File: config.mk
export PLATFORM = sky130hd
export DESIGN_NAME = timer_bank_flat
export DESIGN_NICKNAME = d
export VERILOG_FILES = /design/src/rtl/timer_bank_pkg.sv /design/src/rtl/timer_bank_if.sv /design/src/rtl/timer_bank_channel.sv /design/src/rtl/timer_bank.sv /design/src/flat_wrapper.sv
export SDC_FILE = /design/constraint.sdc
export NUM_CORES = 1
export LEC_CHECK = 0
export BUFFER_PORTS_ARGS = -buffer_cell sky130_fd_sc_hd__clkbuf_2
export CORE_UTILIZATION = 45
export CTS_BUF_LIST = sky130_fd_sc_hd__clkbuf_4 sky130_fd_sc_hd__clkbuf_8 sky130_fd_sc_hd__clkbuf_16
export CTS_CLUSTER_SIZE = 14
export DETAILED_ROUTE_END_ITERATION = 10
export GPL_TIMING_DRIVEN = 0
export HOLD_SLACK_MARGIN = 0.08
export PLACE_DENSITY = 0.69
export SYNTH_ARGS = -nofsm -noshare
export SYNTH_HDL_FRONTEND = slang
export SYNTH_SLANG_ARGS = --single-unit
File: constraint.sdc
create_clock -name clk -period 19.45 [get_ports clk]
set_clock_uncertainty 0.1 [all_clocks]
set_input_delay 1.945 -clock clk [delete_from_list [all_inputs] [get_ports clk]]
set_output_delay 1.945 -clock clk [all_outputs]
set_load 0.05 [all_outputs]
File: src/rtl/timer_bank_pkg.sv
// Shared register-map constants and helpers for the timer bank.
// Offsets are relative to a channel base; TCON bit positions are fixed across widths.
package timer_bank_pkg;

    localparam logic [3:0] OFF_TH   = 4'h0;
    localparam logic [3:0] OFF_TL   = 4'h4;
    localparam logic [3:0] OFF_TCON = 4'h8;
    localparam logic [3:0] OFF_OVF  = 4'hC;

    localparam int TCON_EN        = 0;
    localparam int TCON_IE        = 1;
    localparam int TCON_PEND      = 2;
    localparam int TCON_ONESHOT   = 3;
    localparam int TCON_PRESC_LSB = 8;

    localparam int OVF_W = 8;

    function automatic logic [OVF_W-1:0] ovf_sat_inc(input logic [OVF_W-1:0] v);
        return (&v) ? v : v + 1'b1;
    endfunction

endpackage

File: src/rtl/timer_bank_if.sv
// CPU peripheral bus as seen by the timer bank: strobes, address, data.
// rdata is combinational from the slave in the same cycle as rd.
interface timer_bank_if;
    logic        rd;
    logic        wr;
    logic [31:0] addr;
    logic [31:0] wdata;
    logic [31:0] rdata;

    modport master (output rd, output wr, output addr, output wdata, input rdata);
    modport slave  (input rd, input wr, input addr, input wdata, output rdata);
endinterface

File: src/rtl/timer_bank_channel.sv
// One reload timer: TH/TL/TCON/OVF plus prescaler, updated on the rising edge.
// Register writes win over counting on the same edge; hardware PEND set wins over W1C.
module timer_channel
    import timer_bank_pkg::*;
#(
    parameter int CNT_W   = 32,
    parameter int PRESC_W = 8
) (
    input  logic        clk,
    input  logic        reset,
    input  logic [31:0] wdata_i,
    input  logic        th_wr_i,
    input  logic        tl_wr_i,
    input  logic        tcon_wr_i,
    input  logic        ovf_rd_i,
    output logic [31:0] th_o,
    output logic [31:0] tl_o,
    output logic [31:0] tcon_o,
    output logic [31:0] ovf_o,
    output logic        irq_o
);

    logic [CNT_W-1:0]   th_q, th_d, tl_q, tl_d;
    logic [PRESC_W-1:0] presc_q, presc_d, pc_q, pc_d;
    logic [OVF_W-1:0]   ovf_q, ovf_d;
    logic               en_q, en_d, ie_q, ie_d, pend_q, pend_d, os_q, os_d;
    logic               tick, ovf_evt;
    logic               unused_wdata;

    assign unused_wdata = ^wdata_i;

    assign tick    = en_q && (pc_q == presc_q);
    // A TL write on the same edge suppresses both the increment and the overflow.
    assign ovf_evt = tick && (&tl_q) && !tl_wr_i;

    always_comb begin
        th_d    = th_q;
        tl_d    = tl_q;
        presc_d = presc_q;
        pc_d    = pc_q;
        ovf_d   = ovf_q;
        en_d    = en_q;
        ie_d    = ie_q;
        pend_d  = pend_q;
        os_d    = os_q;

        if (th_wr_i) th_d = wdata_i[CNT_W-1:0];

        if (tcon_wr_i || tick) pc_d = '0;
        else if (en_q)         pc_d = pc_q + 1'b1;

        // Overflow reloads from the TH value held before this edge.
        if (tl_wr_i)      tl_d = wdata_i[CNT_W-1:0];
        else if (ovf_evt) tl_d = th_q;
        else if (tick)    tl_d = tl_q + 1'b1;

        if (tcon_wr_i) begin
            en_d    = wdata_i[TCON_EN];
            ie_d    = wdata_i[TCON_IE];
            os_d    = wdata_i[TCON_ONESHOT];
            presc_d = wdata_i[TCON_PRESC_LSB +: PRESC_W];
        end else if (ovf_evt && os_q) begin
            en_d = 1'b0;
        end

        if (ovf_evt && ie_q)                         pend_d = 1'b1;
        else if (tcon_wr_i && wdata_i[TCON_PEND])    pend_d = 1'b0;

        if (ovf_evt) ovf_d = ovf_rd_i ? OVF_W'(1) : ovf_sat_inc(ovf_q);
        else if (ovf_rd_i) ovf_d = '0;
    end

    always_ff @(posedge clk or posedge reset) begin
        if (reset) begin
            th_q    <= '0;
            tl_q    <= '0;
            presc_q <= '0;
            pc_q    <= '0;
            ovf_q   <= '0;
            en_q    <= 1'b0;
            ie_q    <= 1'b0;
            pend_q  <= 1'b0;
            os_q    <= 1'b0;
        end else begin
            th_q    <= th_d;
            tl_q    <= tl_d;
            presc_q <= presc_d;
            pc_q    <= pc_d;
            ovf_q   <= ovf_d;
            en_q    <= en_d;
            ie_q    <= ie_d;
            pend_q  <= pend_d;
            os_q    <= os_d;
        end
    end

    always_comb begin
        tcon_o                                 = '0;
        tcon_o[TCON_EN]                        = en_q;
        tcon_o[TCON_IE]                        = ie_q;
        tcon_o[TCON_PEND]                      = pend_q;
        tcon_o[TCON_ONESHOT]                   = os_q;
        tcon_o[TCON_PRESC_LSB +: PRESC_W]      = presc_q;
    end

    assign th_o  = 32'(th_q);
    assign tl_o  = 32'(tl_q);
    assign ovf_o = 32'(ovf_q);
    assign irq_o = pend_q & ie_q;

endmodule

File: src/rtl/timer_bank.sv
// Memory-mapped bank of NUM_CH reload timers with a masked CPU interrupt output.
// Reads are combinational; writes and clear-on-read land on the next rising edge.
module timer_bank
    import timer_bank_pkg::*;
#(
    parameter int          NUM_CH    = 4,
    parameter int          CNT_W     = 32,
    parameter int          PRESC_W   = 8,
    parameter logic [31:0] BASE_ADDR = 32'h4000_0100
) (
    input  logic              clk,
    input  logic              reset,
    timer_bank_if.slave       bus,
    input  logic              PC31,
    output logic              irqout,
    output logic [NUM_CH-1:0] irq_vec
);

    logic [31:0]       rel;
    logic              hit;
    logic [2:0]        ch_sel;
    logic [3:0]        off;
    logic [NUM_CH-1:0] irq;

    logic [31:0] th_rv   [NUM_CH];
    logic [31:0] tl_rv   [NUM_CH];
    logic [31:0] tcon_rv [NUM_CH];
    logic [31:0] ovf_rv  [NUM_CH];

    // With a 16-byte aligned base the low nibble of rel equals addr[3:0].
    assign rel    = bus.addr - BASE_ADDR;
    assign hit    = (bus.addr >= BASE_ADDR) && (rel[31:4] < 28'(NUM_CH));
    assign ch_sel = rel[6:4];
    assign off    = rel[3:0];

    for (genvar i = 0; i < NUM_CH; i++) begin : g_ch
        logic sel;
        assign sel = hit && (ch_sel == 3'(i));

        timer_channel #(
            .CNT_W   (CNT_W),
            .PRESC_W (PRESC_W)
        ) u_ch (
            .clk       (clk),
            .reset     (reset),
            .wdata_i   (bus.wdata),
            .th_wr_i   (bus.wr && sel && (off == OFF_TH)),
            .tl_wr_i   (bus.wr && sel && (off == OFF_TL)),
            .tcon_wr_i (bus.wr && sel && (off == OFF_TCON)),
            .ovf_rd_i  (bus.rd && sel && (off == OFF_OVF)),
            .th_o      (th_rv[i]),
            .tl_o      (tl_rv[i]),
            .tcon_o    (tcon_rv[i]),
            .ovf_o     (ovf_rv[i]),
            .irq_o     (irq[i])
        );
    end

    always_comb begin
        bus.rdata = '0;
        if (bus.rd && hit) begin
            for (int i = 0; i < NUM_CH; i++) begin
                if (ch_sel == 3'(i)) begin
                    case (off)
                        OFF_TH:   bus.rdata = th_rv[i];
                        OFF_TL:   bus.rdata = tl_rv[i];
                        OFF_TCON: bus.rdata = tcon_rv[i];
                        OFF_OVF:  bus.rdata = ovf_rv[i];
                        default:  bus.rdata = '0;
                    endcase
                end
            end
        end
    end

    assign irq_vec = irq;
    assign irqout  = ~PC31 & (|irq);

endmodule

File: src/flat_wrapper.sv
// flat-port wrapper written by rule: the top's interface ports become plain ports
module timer_bank_flat import timer_bank_pkg::*;
#(
    parameter int          NUM_CH    = 4,
    parameter int          CNT_W     = 32,
    parameter int          PRESC_W   = 8,
    parameter logic [31:0] BASE_ADDR = 32'h4000_0100
)
  (clk, reset, PC31, irqout, irq_vec, bus_rd, bus_wr, bus_addr, bus_wdata, bus_rdata);
  timer_bank_if bus_i ();
  input  logic clk;
  input  logic reset;
  input  logic PC31;
  output logic irqout;
  output logic [NUM_CH-1:0] irq_vec;
  input wire logic [$bits(bus_i.rd)-1:0] bus_rd;
  input wire logic [$bits(bus_i.wr)-1:0] bus_wr;
  input wire logic [$bits(bus_i.addr)-1:0] bus_addr;
  input wire logic [$bits(bus_i.wdata)-1:0] bus_wdata;
  output wire logic [$bits(bus_i.rdata)-1:0] bus_rdata;
  assign bus_i.rd = bus_rd;
  assign bus_i.wr = bus_wr;
  assign bus_i.addr = bus_addr;
  assign bus_i.wdata = bus_wdata;
  assign bus_rdata = bus_i.rdata;
  timer_bank #(.NUM_CH(NUM_CH), .CNT_W(CNT_W), .PRESC_W(PRESC_W), .BASE_ADDR(BASE_ADDR)) u_core (.clk(clk), .reset(reset), .bus(bus_i), .PC31(PC31), .irqout(irqout), .irq_vec(irq_vec));
endmodule
==> results of run 1 <==
==> placed cells by master, fill, tap and decap left out, drive strengths merged, types with 6 or more instances in the layout <==
master and n:
and3 59, nor4 38, mux2i 28, nor3b 6
a21o 25, o211ai 33, o22ai 50, o21ai 159
a21oi 182, a221oi 31, a22o 6, nor3 61
a2111oi 12, and2 19, clkbuf 299, a31oi 23
nand4 57, buf 58, xor2 33, or4 6
a21boi 6, and4 21, nor2b 31, a22oi 65
nand2b 8, inv 21, mux2 171, a221o 20
a41oi 6, a2bb2oi 6, nor2 185, dfrtp 368
a211oi 21, xnor2 63, ha 12, clkinv 8
nand3 116, or3 19, nand2 265
==> worst max-delay path, delay by kind of cell <==
kind	cells	cell delay [ns]
simple gates	3	1.56
compound gates	2	0.52
buf+inv	6	2.83
==> cell families (layout without fill, tap and decap cells) <==
| logic type | after synthesis | after routing | share of synthesized area, % |
|---|---|---|---|
| adder cells (fa/ha/maj) | 12 | 12 | 0.674 |
| flip-flops | 368 | 368 | 41.3 |
| AND/OR/NAND/NOR | 909 | 909 | 20.5 |
| buffers and inverters | 203 | 390 | 4.11 |
| other | 0 | 1 | 0 |
| AO/OA/AOI/OAI | 677 | 677 | 19.8 |
| multiplexers | 199 | 199 | 9.90 |
| XOR/XNOR | 96 | 96 | 3.77 |
==> layout make-up <==
cell class                      instances  area, µm²
Antenna cell                            1       2.50
Buffer                                181        835
Clock buffer                           68       1370
Clock inverter                         11        155
Fill cell                            4606      23600
Inverter                               22       90.1
Multi-Input combinational cell       1893      12200
Sequential cell                       368       9210
Tap cell                              664        831
Timing Repair Buffer                  108        611
==> state kept, by name (all words and copies together), names as in the netlist <==
name and flops:
u_core.g_ch.u_ch.th_o 128, u_core.g_ch.u_ch.tl_o 128, u_core.g_ch.u_ch.ovf_q 32, u_core.g_ch.u_ch.pc_q 32
u_core.g_ch.u_ch.presc_q 32, u_core.g_ch.u_ch.en_q 4, u_core.g_ch.u_ch.ie_q 4, u_core.g_ch.u_ch.os_q 4
u_core.g_ch.u_ch.pend_q 4
==> power by group <==
group	internal (µW)	switching (µW)	total, µW
sequential	766	0.0000761	766
clock	535	347	882
combinational	19.4	76.3	95.7
==> per-stage QoR <==
| step | instance area [µm²] | setup WS, ns | power (µW) | util, % | hold WS [ns] |
|---|---|---|---|---|---|
| final | 25300 | 10.53 | 1740 | 51.7 | 0.396 |
| after global routing | 25300 | 10.54 | 1780 | 51.7 | 0.402 |
| after CTS | 25300 | 10.79 | 1750 | 51.7 | 0.391 |
| after detailed placement | 23700 | 10.80 | 871 | 48.6 | 0.378 |
| after global placement | 23600 | 2.80 | 869 | 48.4 | 0.374 |
| after floorplan | 22300 | 7.19 | 821 | - | 0.358 |
==> how the worst max path moves through the flow <==
| stage | depth (start not counted) | slack (ns) | end |
|---|---|---|---|
| after global placement | 2 | 2.80 | u_core.g_ch[3].u_ch.tl_o[19] |
| after global routing | 11 | 10.54 | bus_rdata[18] |
| final | 11 | 10.53 | bus_rdata[18] |
| after detailed placement | 11 | 10.80 | bus_rdata[18] |
| after CTS | 11 | 10.79 | bus_rdata[18] |
| after floorplan | 1 | 7.19 | u_core.g_ch[0].u_ch.en_q |
==> per-layer routing <==
metal  vias to the layer above  share of wire, %
met5                         -             0.019
met4                         2               6.4
met3                       319                10
met2                      1440                45
met1                     10900                38
li1                       9444                 -
==> reports/metrics.cfg, run 1 <==
[grt]
grt_pass1_wl_mm = 137
antenna_found_initial = 3
track_usage_pct = 36.8
grt_max_degree = 105
met2_usage_pct = 57.5
grtUsageMet3_pct = 6.23
grt.busiest_layer = met2
grt_pass1_vias = 20700
globalRouteMet1Util_pct = 48.4
grt_overflow = 0

[die]
core_area_um2 = 48800
initial_utilization_pct = 45.6
row_count = 81
die_h_um = 225
dieWidth_um = 225
pin_count = 106
die_area_um2 = 50400

[clocking]
cts_tree = done
clock-sinks = 368
post_cts_buffers = 0
cts_max_path_buffers = 3
cts_resized = 0
ctsRootBufferMaster = clkbuf_16
clk_latency_ns = 0.59
htreeDepth = 2
clk_pin_slew_worst_paths_ns = 0.05
cts_hold_buf = 0
cts_buffers = 44

[final_layout]
area_growth_pct = 13.4
layout.nets = 2699
final-instance-count-excl-fill = 3316
drive_gt1_share_pct = 14.9

[timing]
fmax_mhz = 112
setup_tns_ns = 0
slew_viol_final = 0
tightestPinTransition_ns = 1.43
rsz0062_at_grt = no
hold_violations = 0
max-slew-margin-rel_pct = 4.91
min_period_over_period_pct = 45.9
period_minus_slack_ns = 8.92
finalSetupViolations = 0

[synth]
ys_seq_area_share_pct = 41.3
ys_seq_elements = 368
synth_edf_count = 0
async_flop_share_pct = 100
synth_area_um2 = 22300
ys_types = 86
yosys.area.top_type = dfrtp_1
netlist_instances = 2464
synth_commonest_cells = dfrtp_1 (368), nand2_1 (265), a21oi_1 (182)
synth_nets = 2545
syn_avg_cell_area_um2 = 9.05
synthFlopType = dfrtp_1
ys_warn_count = 0
synth_top_area_share_pct = 41.3
synth.most_common_cell = dfrtp_1
synthTopCellsByArea = dfrtp_1 (41%), mux2_2 (6.6%), nand2_1 (4.5%)

[critical_path]
r2r_cells = 10
r2r_slack_ns = 14.90
crit_path_start = bus_addr[3]
path_cells = clkbuf_2, clkbuf_1, nor4_1, clkbuf_1, clkbuf_1, clkbuf_1, a22oi_1, o22ai_1, nor2_1, nor4_1, clkbuf_2
crit_path_max_fanout = 10
cp-end-kind = output port
arrival_ns = 6.88
crit_path_top_delay_cell = nor4_1
cp.required_ns = 17.40
startpoint_type = input port
crit_path_max_incr_delay_ns = 0.82
cpMostUsedCell = clkbuf_1
crit_type = input port to output port
r2r_start = u_core.g_ch[0].u_ch.tl_o[0]
r2r_end = u_core.g_ch[0].u_ch.tl_o[0]

[pwr]
p_leak_uw = 0.0104
power_density_nw_per_um2 = 69.0
ir_drop_uv = 68.7

[placed_design]
dp_cells = 3236
dp_hpwl_mm = 68.6
numPortBuffers = 104
globalplace.congestion = 1.03

[detailed_routing]
wl_mm = 93.2
vias_per_cell = 6.66
final_antenna_net_count = 0
drtIter0Drc = 3435
drc = 0
drt-pass1-iter-count = 8
via_count = 22100
post_drt_wl_per_cell_um = 28.1

[run]
max_cap_viol_count = 0

[min_path]
whs_endpoint = u_core.g_ch[1].u_ch.th_o[14]
hold_depth = 1
worstHoldStart = u_core.g_ch[1].u_ch.th_o[14]
holdCritPathClass = flop to flop

[run_status]
outcome = finished, final reports clean

(Power assumes the default switching activity.)
==> run 2, diff against run 1 <==
- clock period: 19.45 -> 8.8 ns (I/O delays scaled with it)
==> run 2 against run 1 <==
Compared with the run above:
- the run now ends with capacitance limit, slew limit left
- clock power up 120%
- setup slack worse by 8.4 ns
- count of clock-buffer cells in the layout fell by 9
- core utilization up 0.28 points
- first-iteration DRC count down 12%
- critical path type unchanged
- routed wire length up 1.6%
- design area increased by 0.53%
- critical path depth stayed put
- sequential share of layout area is 0.19 points lower
- hold slack worse by 0.083 ns
- total power is 120% higher
- global-route usage rose by 0.57 points
- highest routed layer unchanged
==> reports/metrics.cfg, run 2 (same netlist as run 1, synthesis figures left out) <==
[grt]
grt_overflow = 0  ; unchanged
grt_max_degree = 42  ; -60%
track_usage_pct = 37.3  ; +0.57 points
antenna_found_initial = 4  ; +1
grt_pass1_wl_mm = 138  ; +0.79%
grt_pass1_vias = 21000  ; +1.1%

[die]
die_h_um = 225  ; unchanged
die_area_um2 = 50400  ; unchanged
pin_count = 106  ; unchanged
row_count = 81  ; unchanged
dieWidth_um = 225  ; unchanged
core_area_um2 = 48800  ; unchanged
initial_utilization_pct = 45.6  ; unchanged

[clocking]
cts_resized = 0  ; unchanged
ctsRootBufferMaster = clkbuf_16
clk_pin_slew_worst_paths_ns = 0.06  ; about the same
clock-sinks = 368  ; unchanged
cts_max_path_buffers = 3  ; unchanged
cts_hold_buf = 0  ; unchanged
post_cts_buffers = 0  ; unchanged
cts_buffers = 44  ; unchanged
htreeDepth = 2  ; unchanged
cts_tree = done
clk_latency_ns = 0.61  ; +0.02 ns

[final_layout]
drive_gt1_share_pct = 15.1  ; +0.22 points
antenna_cells = 0  ; -1
area_growth_pct = 14.0
fillers = 4624  ; +0.39%
layout.nets = 2706  ; +0.26%
layout.cells.most_common = dfrtp_1
most-common-layout-cells = dfrtp_1 (368), nand2_1 (265), a21oi_1 (182)

[pwr]
p_leak_uw = 0.0105  ; +0.55%
power_density_nw_per_um2 = 152  ; +120%
ir_drop_uv = 139  ; +100%
p_total_uw = 3870  ; +120%

[critical_path]
path_delay_family = buffers and inverters
crit_path_max_incr_delay_ns = 0.96  ; +0.14 ns
startpoint_type = input port
crit_path_max_fanout = 10  ; unchanged
crit_buf_inv = 6  ; unchanged
cp-end-kind = output port
crit_path_top_delay_cell = clkbuf_1
cp.required_ns = 7.82  ; -9.58 ns
cpMostUsedCell = clkbuf_1
crit_type = input port to output port
path_cells = clkbuf_2, clkbuf_1, nor4_1, clkbuf_1, clkbuf_1, clkbuf_1, a22oi_1, a31oi_1, o21ai_0, nor2_1, clkbuf_2
arrival_ns = 5.67  ; -1.21 ns

[detailed_routing]
drtIter0Drc = 3009  ; -12%
post_drt_wl_per_cell_um = 28.5  ; +1.4%
drc = 0  ; unchanged
via_count = 21900  ; -0.93%
drt-pass1-iter-count = 5  ; -3
vias_per_cell = 6.58  ; -1.1%
final_antenna_net_count = 0  ; unchanged
wl_mm = 94.6  ; +1.6%

[timing]
max-slew-margin-rel_pct = -0.738  ; -5.6 points
period_minus_slack_ns = 6.65
setup_tns_ns = 0  ; unchanged
fmax_mhz = 150
fin_ws_ns = 2.15  ; -8.38 ns
tightestPinTransition_ns = 1.50  ; +0.0732 ns
min_period_over_period_pct = 75.6
hold_violations = 0  ; unchanged
finalSetupViolations = 0  ; unchanged
slew_viol_final = 1  ; +1
rsz0062_at_grt = no

[placed_design]
numPortBuffers = 104  ; unchanged
dp_hpwl_mm = 70.8  ; +3.3%
globalplace.congestion = 1.01  ; -2.2%
dp_slack_ns = 2.47  ; -8.32 ns

[run]
max_cap_viol_count = 1  ; +1

[min_path]
holdCritPathClass = input port to async pin

[run_status]
violations = capacitance limit, slew limit
outcome = finished, violations left

run 2: cell types whose count changed in the layout (fill, tap and decap cells not counted), moves of 2 or more:
| cell | delta |
|---|---|
| buf_12 | +8 |
| clkbuf_4 | -6 |
| clkinv_2 | +4 |
| clkbuf_8 | -2 |
| clkinvlp_4 | +2 |
run 2: area by class of cell:
| type | instances | area [µm²] | share of cell area [%] |
|---|---|---|---|
| Timing Repair Buffer | 115 | 743 | 2.92 |
| Inverter | 22 | 86.3 | 0.340 |
| Clock buffer | 59 | 1270 | 5.00 |
| Sequential cell | 368 | 9210 | 36.2 |
| Multi-Input combinational cell | 1893 | 12200 | 47.9 |
| Tap cell | 664 | 831 | 3.27 |
| Buffer | 181 | 835 | 3.28 |
| Clock inverter | 21 | 267 | 1.05 |
run 2: worst register-to-register path, delay by kind of cell, from the launching register on:
| kind | cells | cell delay [ns] |
|---|---|---|
| and+or+nand+nor | 5 | 2.21 |
| adders and majority gates | 1 | 0.28 |
| DFF | 1 | 0.47 |
| AOI/OAI and AO/OA | 2 | 0.32 |
| buffers and inverters | 2 | 1.16 |
run 2: metal layers:
metal	share of wire [%]	vias up	wire, µm	GRT usage (%)
met3	8.6	276	8190	5.60
met1	40	10900	37600	49.2
met5	0.014	-	13	0
li1	-	9461	-	-
met4	5.8	2	5480	19.9
met2	46	1275	43300	59.3
run 2: power breakdown:
| group | leakage [µW] | internal (µW) | total, µW | switching [µW] |
|---|---|---|---|---|
| registers | 0.00465 | 1690 | 1690 | 0.000170 |
| logic | 0.00506 | 48.8 | 220 | 171 |
| clock network | 0.000774 | 1170 | 1960 | 794 |
| total | 0.0105 | 2910 | 3870 | 964 |
run 2: through the flow:
step,hold slack (ns),util [%],cell area (µm²),cells
global placement,0.376,48.4,23600,3232
CTS,0.325,52.0,25400,3323
detailed placement,0.378,48.9,23900,3243
finish,0.314,52.0,25400,3323
floorplan,0.358,-,22300,2464
global route,0.376,52.0,25400,3323
run 2: final timing paths:
| check | end | slack, ns | cells after the start | startpoint |
|---|---|---|---|---|
| setup / recovery | bus_rdata[3] | 2.15 | 11 | bus_addr[2] |
| hold / removal | u_core.g_ch[0].u_ch.pc_q[0] | 0.31 | 2 | reset |
| setup reg to reg | u_core.g_ch[0].u_ch.tl_o[0] | 4.15 | 10 | u_core.g_ch[0].u_ch.tl_o[0] |
| hold reg to reg | u_core.g_ch[1].u_ch.th_o[14] | 0.39 | 1 | u_core.g_ch[1].u_ch.th_o[14] |
| max in group asynchronous | u_core.g_ch[3].u_ch.th_o[28] | 6.76 | 6 | reset |
| min in group clk | u_core.g_ch[1].u_ch.th_o[14] | 0.39 | 1 | u_core.g_ch[1].u_ch.th_o[14] |
